File: src/rtl/pipe_ctrl.sv
// pipe_ctrl: hazard/sequencing controller for the 5-stage pipeline.
// Merges fetch, decode and memory stall sources into per-stage hold/bubble
// controls. Owns delay-slot-aware branch redirection and the debug perf counters.
module pipe_ctrl #(
    parameter int CNT_W = 32
) (
    input  logic             clk,
    input  logic             reset,
    input  logic             i_busy,
    input  logic             d_busy,
    input  logic             load_use,
    input  logic             branch_taken,
    input  logic [31:0]      branch_target,
    output logic             stall_f,
    output logic             stall_d,
    output logic             stall_e,
    output logic             stall_m,
    output logic             flush_d,
    output logic             flush_e,
    output logic             flush_w,
    output logic             redirect_valid,
    output logic [31:0]      redirect_pc,
    output logic             redir_pending,
    output logic [CNT_W-1:0] cnt_cycle,
    output logic [CNT_W-1:0] cnt_dstall,
    output logic [CNT_W-1:0] cnt_lustall,
    output logic [CNT_W-1:0] cnt_istall,
    output logic [CNT_W-1:0] cnt_branch
);

    localparam int NUM_CNT = 5;

    typedef enum logic {IDLE, PEND} state_t;

    state_t      state, state_nxt;
    logic [31:0] pend_pc;

    logic        hold_d, hold_f, accept;
    logic        rv_raw;
    logic [31:0] rpc_raw;

    // counter index: 0 cycle, 1 dstall, 2 lustall, 3 istall, 4 branch
    logic [NUM_CNT-1:0]            cnt_inc;
    logic [NUM_CNT-1:0][CNT_W-1:0] cnt;

    // Raw stall terms; a memory wait freezes everything behind it.
    assign hold_d = d_busy | load_use;
    assign hold_f = hold_d | i_busy;

    // Redirect FSM: next state, branch acceptance and redirect outputs.
    always_comb begin
        state_nxt = state;
        accept    = 1'b0;
        rv_raw    = 1'b0;
        rpc_raw   = '0;
        case (state)
            IDLE: begin
                // A branch held in D by a stall is re-presented next cycle.
                accept = branch_taken & ~hold_d;
                if (accept && !i_busy) begin
                    rv_raw  = 1'b1;
                    rpc_raw = branch_target;
                end else if (accept) begin
                    // Delay-slot fetch still outstanding: park the target.
                    state_nxt = PEND;
                end
            end
            PEND: begin
                // branch_taken is ignored here; D only carries bubbles.
                rv_raw  = 1'b1;
                rpc_raw = pend_pc;
                if (!hold_f) state_nxt = IDLE;
            end
            default: state_nxt = IDLE;
        endcase
    end

    // State register and parked redirect target.
    always_ff @(posedge clk) begin
        if (reset) begin
            state   <= IDLE;
            pend_pc <= '0;
        end else begin
            state <= state_nxt;
            if (state == IDLE && accept && i_busy) pend_pc <= branch_target;
        end
    end

    // One stall counter per stalled cycle, d_busy > load_use > i_busy.
    assign cnt_inc[0] = 1'b1;
    assign cnt_inc[1] = d_busy;
    assign cnt_inc[2] = ~d_busy & load_use;
    assign cnt_inc[3] = ~d_busy & ~load_use & i_busy;
    assign cnt_inc[4] = accept;

    genvar gi;
    generate
        for (gi = 0; gi < NUM_CNT; gi++) begin : g_cnt
            // Free-running wrap-around perf counter.
            always_ff @(posedge clk) begin
                if (reset)           cnt[gi] <= '0;
                else if (cnt_inc[gi]) cnt[gi] <= cnt[gi] + CNT_W'(1);
            end
        end
    endgenerate

    // Every output reads 0 while reset is high, combinational ones included.
    always_comb begin
        stall_f        = 1'b0;
        stall_d        = 1'b0;
        stall_e        = 1'b0;
        stall_m        = 1'b0;
        flush_d        = 1'b0;
        flush_e        = 1'b0;
        flush_w        = 1'b0;
        redirect_valid = 1'b0;
        redirect_pc    = '0;
        redir_pending  = 1'b0;
        cnt_cycle      = '0;
        cnt_dstall     = '0;
        cnt_lustall    = '0;
        cnt_istall     = '0;
        cnt_branch     = '0;
        if (!reset) begin
            stall_f        = hold_f;
            stall_d        = hold_d;
            stall_e        = d_busy;
            stall_m        = d_busy;
            flush_d        = i_busy & ~hold_d;
            flush_e        = load_use & ~d_busy;
            flush_w        = d_busy;
            redirect_valid = rv_raw;
            redirect_pc    = rpc_raw;
            redir_pending  = (state == PEND);
            cnt_cycle      = cnt[0];
            cnt_dstall     = cnt[1];
            cnt_lustall    = cnt[2];
            cnt_istall     = cnt[3];
            cnt_branch     = cnt[4];
        end
    end

endmodule

File: config.mk
export PLATFORM = sky130hd
export DESIGN_NAME = pipe_ctrl
export DESIGN_NICKNAME = d
export VERILOG_FILES = /design/src/rtl/pipe_ctrl.sv
export SDC_FILE = /design/constraint.sdc
export NUM_CORES = 1
export LEC_CHECK = 0
export ABC_AREA = 1
export CORE_MARGIN = 8
export CORE_UTILIZATION = 56
export DETAILED_ROUTE_END_ITERATION = 10
export PLACE_DENSITY = 0.95
export SLEW_MARGIN = 10
export SYNTH_ARGS = -nofsm -noshare
export SYNTH_HDL_FRONTEND = slang
export SYNTH_SLANG_ARGS = --single-unit
File: constraint.sdc
create_clock -name clk -period 4.5 [get_ports clk]
set_input_delay 0.9 -clock clk [delete_from_list [all_inputs] [get_ports clk]]
set_output_delay 0.9 -clock clk [all_outputs]
set_load 0.02 [all_outputs]
## After elaboration in Yosys (flattened, before gate mapping)

Cells that the tools add are included.

- Register bits: 193
- Output and inout port bits: 201
- Bits of input ports: 38

- Bitwise logic cells: 11
- Reductions and logical operators: 4
- Multiplexer cells: 22
- Add/subtract/negate cells: 5

Operator list:

| cell | number |
|---|---|
| $mux 32 | 7 |
| $add 32x1->32 const B | 5 |
| $pmux 32 s2 | 1 |
| $mux 1 | 12 |
| $and 1x1->1 | 5 |
| $not 1->1 | 4 |
| $pmux 1 s2 | 2 |
| $logic_and 1x1->1 | 3 |
| $or 1x1->1 | 2 |
| $logic_not 1->1 | 1 |

## Longest topological paths before layout

- Word-level depth: 7
- Depth in mapped cells: 11

## Worst setup path before layout

No wires, ideal clock.

- Path type: input -> output
- From: input port d_busy
- To: output port redirect_pc[22]
- Path slack: 1.480 ns
- Data required time: 3.600 ns
- Buffers on the path: 2
- Data arrival time: 2.120 ns
- Stages on the path: 7
- Cell sequence: buf_6 -> inv_4 -> nand2_4 -> nor2_2 -> nand3_1 -> clkbuf_1 -> o21ai_0

- Cells in the longest elaborated chain, start to end: 7

RTL lines:

| what | RTL line | text |
|---|---|---|
| start, declared | 10 | `input logic d_busy,` |
| $or 1x1->1 | 47 | `assign hold_d = d_busy \| load_use;` |
| $not 1->1 | 59 | `accept = branch_taken & ~hold_d;` |
| $and 1x1->1 | 59 |  |
| $logic_and 1x1->1 | 60 | `if (accept && !i_busy) begin` |
| $mux 32 | 60 |  |
| $pmux 32 s2 | 56 | `case (state)` |
| $mux 32 | 124 | `if (!reset) begin` |
| end, declared | 22 | `output logic [31:0] redirect_pc,` |

No other way between the ends.

## Worst setup path after layout

- From: input port load_use
- To: output port redirect_pc[28]

- Cells in the longest elaborated chain, start to end: 7

RTL lines:

| what | RTL line | text |
|---|---|---|
| start, declared | 11 | `input logic load_use,` |
| $or 1x1->1 | 47 |  |
| $not 1->1 | 59 |  |
| $and 1x1->1 | 59 |  |
| $logic_and 1x1->1 | 60 |  |
| $mux 32 | 60 |  |
| $pmux 32 s2 | 56 |  |
| $mux 32 | 124 |  |

No other way between the ends.

==> impl_metrics.py <==
metrics = {
    "layout": {
        "stdcell_area_um2": 14120,
        "instances_no_fill": 2320,
        "final_layout_size_suffix_gt1_share_pct": 4.574,
        "diodes": 0,
        "syn_to_final_growth_pct": 28.85,
        "fin_nets": 2085,
        "utilization_pct": 73.01,
    },
    "placement": {
        "dpl_cell_area_um2": 13550,
        "place.gp.congestion": 0.9485,
        "io_buffers": 238,
        "pre_cts_slack_ns": 0.4717,
        "dpl.hpwl_mm": 25.73,
        "dp_cells": 2288,
    },
    "sta": {
        "setup_violations": 0,
        "worst_pin_slew_ns": 0.8005,
        "clock.fmax_mhz": 248.1,
        "whs_ns": 0.4797,
        "finalHoldViolations": 0,
        "rsz0062_at_grt": "false",
        "finalSetupTns_ns": 0,
        "finalMaxSlewViolations": 0,
        "finalCriticalPeriod_ns": 4.030,
        "maxSlewHeadroom_pct": 46.63,
        "skew_ns": 0.01298,
        "fin_ws_ns": 0.4696,
        "finalCritPeriodShare_pct": 89.56,
    },
    "detailed_routing": {
        "wire_per_inst_um": 14.41,
        "drt-total-wl_mm": 33.44,
        "drc": 0,
        "postRouteAntennaNets": 0,
        "drtIter0Drc": 887,
        "first_pass_iters": 6,
        "routed_via_density": 5.363,
        "vias": 12440,
    },
    "setup_path": {
        "crit_path_start": "load_use",
        "r2r_cells": 6,
        "rrSetupSlack_ns": 2.14,
        "worstSetupPathType": "input pin to output port",
        "worstPathArrival_ns": 3.13,
        "crit_path_max_fanout": 33,
        "max_stage_delay_ns": 0.66,
        "crit_family": "buffers and inverters",
        "crit_slowest_cell": "clkdlybuf4s50_1",
        "cp_cell_sequence": "clkdlybuf4s50_1, inv_2, nand2_4, nor2_2, nand3_1, buf_4, o21ai_0, clkdlybuf4s50_1",
        "cp_common_cell": "clkdlybuf4s50_1",
        "reg2reg_to": "pend_pc[28]",
        "cp.required_ns": 3.60,
        "cp-start-kind": "input pin",
        "worstReg2RegStart": "state",
        "critPathCaptureType": "output port",
        "cp_num_buf_inv": 4,
    },
    "synthesis": {
        "synth_cell_types": 35,
        "synthArstFlopShare_pct": 0,
        "yosysSeqAreaShare_pct": 35.26,
        "netlist_top_cells_area": "dfxtp_1 (35%), nor2_1 (16%), nand2_1 (13%)",
        "synth_nets": 1873,
        "synthCells": 1830,
        "synth_top_area_share_pct": 35.26,
        "synth.cell_area_um2": 10960,
        "synth_area_per_cell_um2": 5.987,
        "yosysTopAreaCell": "dfxtp_1",
        "synth_edf_count": 0,
        "ys_warn_count": 0,
        "synth_ff_type": "dfxtp_1",
        "synth-seq-cells": 193,
    },
    "floorplanning": {
        "core-area_um2": 19330,
        "start_util_pct": 56.67,
        "die_x_um": 155.9,
        "row_count": 51,
        "die_h_um": 155.9,
        "die_area_um2": 24300,
        "ios": 239,
    },
    "grt": {
        "grt_pass1_vias": 11930,
        "grt_max_degree": 80,
        "grt_usage_pct": 27.08,
        "gr-total-overflow": 0,
        "antenna_found_initial": 0,
        "grt_pass1_wl_mm": 54.70,
    },
    "hold_path": {
        "holdPathEnd": "cnt[31]",
        "min_path_cells": 2,
        "min_path_type": "flip-flop to flip-flop",
        "min_from": "cnt[31]",
    },
    "cts": {
        "clk_latency_ns": 0.44,
        "post_cts_buffers": 0,
        "path_clk_slew_ns": 0.07,
        "h-tree-depth": 4,
        "post_cts_resized": 0,
        "cts_buffers": 17,
        "clock-sinks": 193,
        "cts_tree": "yes",
        "ctsRootBufferMaster": "clkbuf_16",
        "hold_buffers": 0,
        "clock_path_buffers": 2,
    },
    "power_and_ir_drop": {
        "p_leak_nw": 5.147,
        "p_per_area_nw_per_um2": 244.1,
        "irDropWorstVdd_mv": 0.2270,
        "totalPowerFinal_mw": 3.446,
    },
    "status": {
        "outcome": "complete, no violations",
    },
    "run": {
        "cap_viol_max_count": 0,
    },
}
==> state kept, by name, indices dropped and copies added (netlist names) <==
register  flops
cnt         160
pend_pc      32
state         1
==> cells by family after synthesis <==
group,Yosys count,share of synthesized area [%]
compound gates,231,10.78
xor+xnor,10,0.7993
fa+ha+maj,5,0.5710
buf+inv,314,11.04
flops,193,35.26
simple gates,1077,41.54
==> layer usage <==
metal / up-vias / wire length (um) / GRT usage (%)
li1: 6158 / - / -
met3: 74 / 3392 / 8.199
met4: 0 / 899 / 10.26
met1: 5633 / 13150 / 30.15
met2: 578 / 16000 / 47.64
met5: - / 0 / 0
==> power breakdown <==
group	internal, mW	switching, mW
combinational	0.0883	0.148
sequential	1.73	0.0143
clock	0.766	0.704
total	2.58	0.866
==> cell type report <==
class	count	area, um^2
Timing Repair Buffer	250	2499
Fill cell	1596	5218
Inverter	257	970.9
Clock inverter	12	100.1
Tap cell	265	331.6
Sequential cell	193	3864
Clock buffer	20	466.7
Multi-Input combinational cell	1323	5886
==> Yosys cell counts (3+ instances only) <==
cell type	n
nor2_4	12
ha_1	5
o21ai_1	10
inv_2	7
nor2_2	12
nor2_1	465
nand2_2	7
nor3_1	53
a21oi_1	89
dfxtp_1	193
a31oi_1	5
nand3_1	116
xor2_1	10
nand2_1	366
o22ai_1	3
clkbuf_1	36
buf_2	9
nand4_1	36
o21ai_0	119
inv_1	248
buf_1	9
==> worst register-to-register path, stage by stage (launching register included) <==
cell and delay [ns]:
dfxtp_1 0.31, inv_2 0.44, nand2_2 0.26, nor2_4 0.55, inv_2 0.42, nor2_1 0.22
nor2_1 0.06
==> placed cells by master, fill, tap and decap left out, drive strengths merged <==
cell type	synthesis	routed
dfxtp	193	193
o21ai	129	129
a211oi	1	1
nand4	36	36
o21a	2	2
ha	5	5
clkinv	0	4
inv	257	261
nand3	119	119
nand2	375	375
xor2	10	10
buf	21	13
clkbuf	36	20
and2b	1	1
a31oi	5	5
o22a	2	2
nor4	1	1
or2	1	1
clkinvlp	0	4
o22ai	3	3
nand3b	1	1
clkdlybuf4s50	0	237
nor3	53	53
nor2	490	490
a21oi	89	89
==> worst max-delay path by stage <==
stage                     depth (start not counted)  slack [ns]               to
after floorplan                                   7        1.48  redirect_pc[22]
final                                             8        0.47  redirect_pc[28]
after global routing                              8        0.39  redirect_pc[15]
after global placement                            8        0.65  redirect_pc[10]
after detailed placement                          8        0.47  redirect_pc[28]
after CTS                                         8        0.48  redirect_pc[28]
No activity file was read; power rests on OpenSTA's default activity.
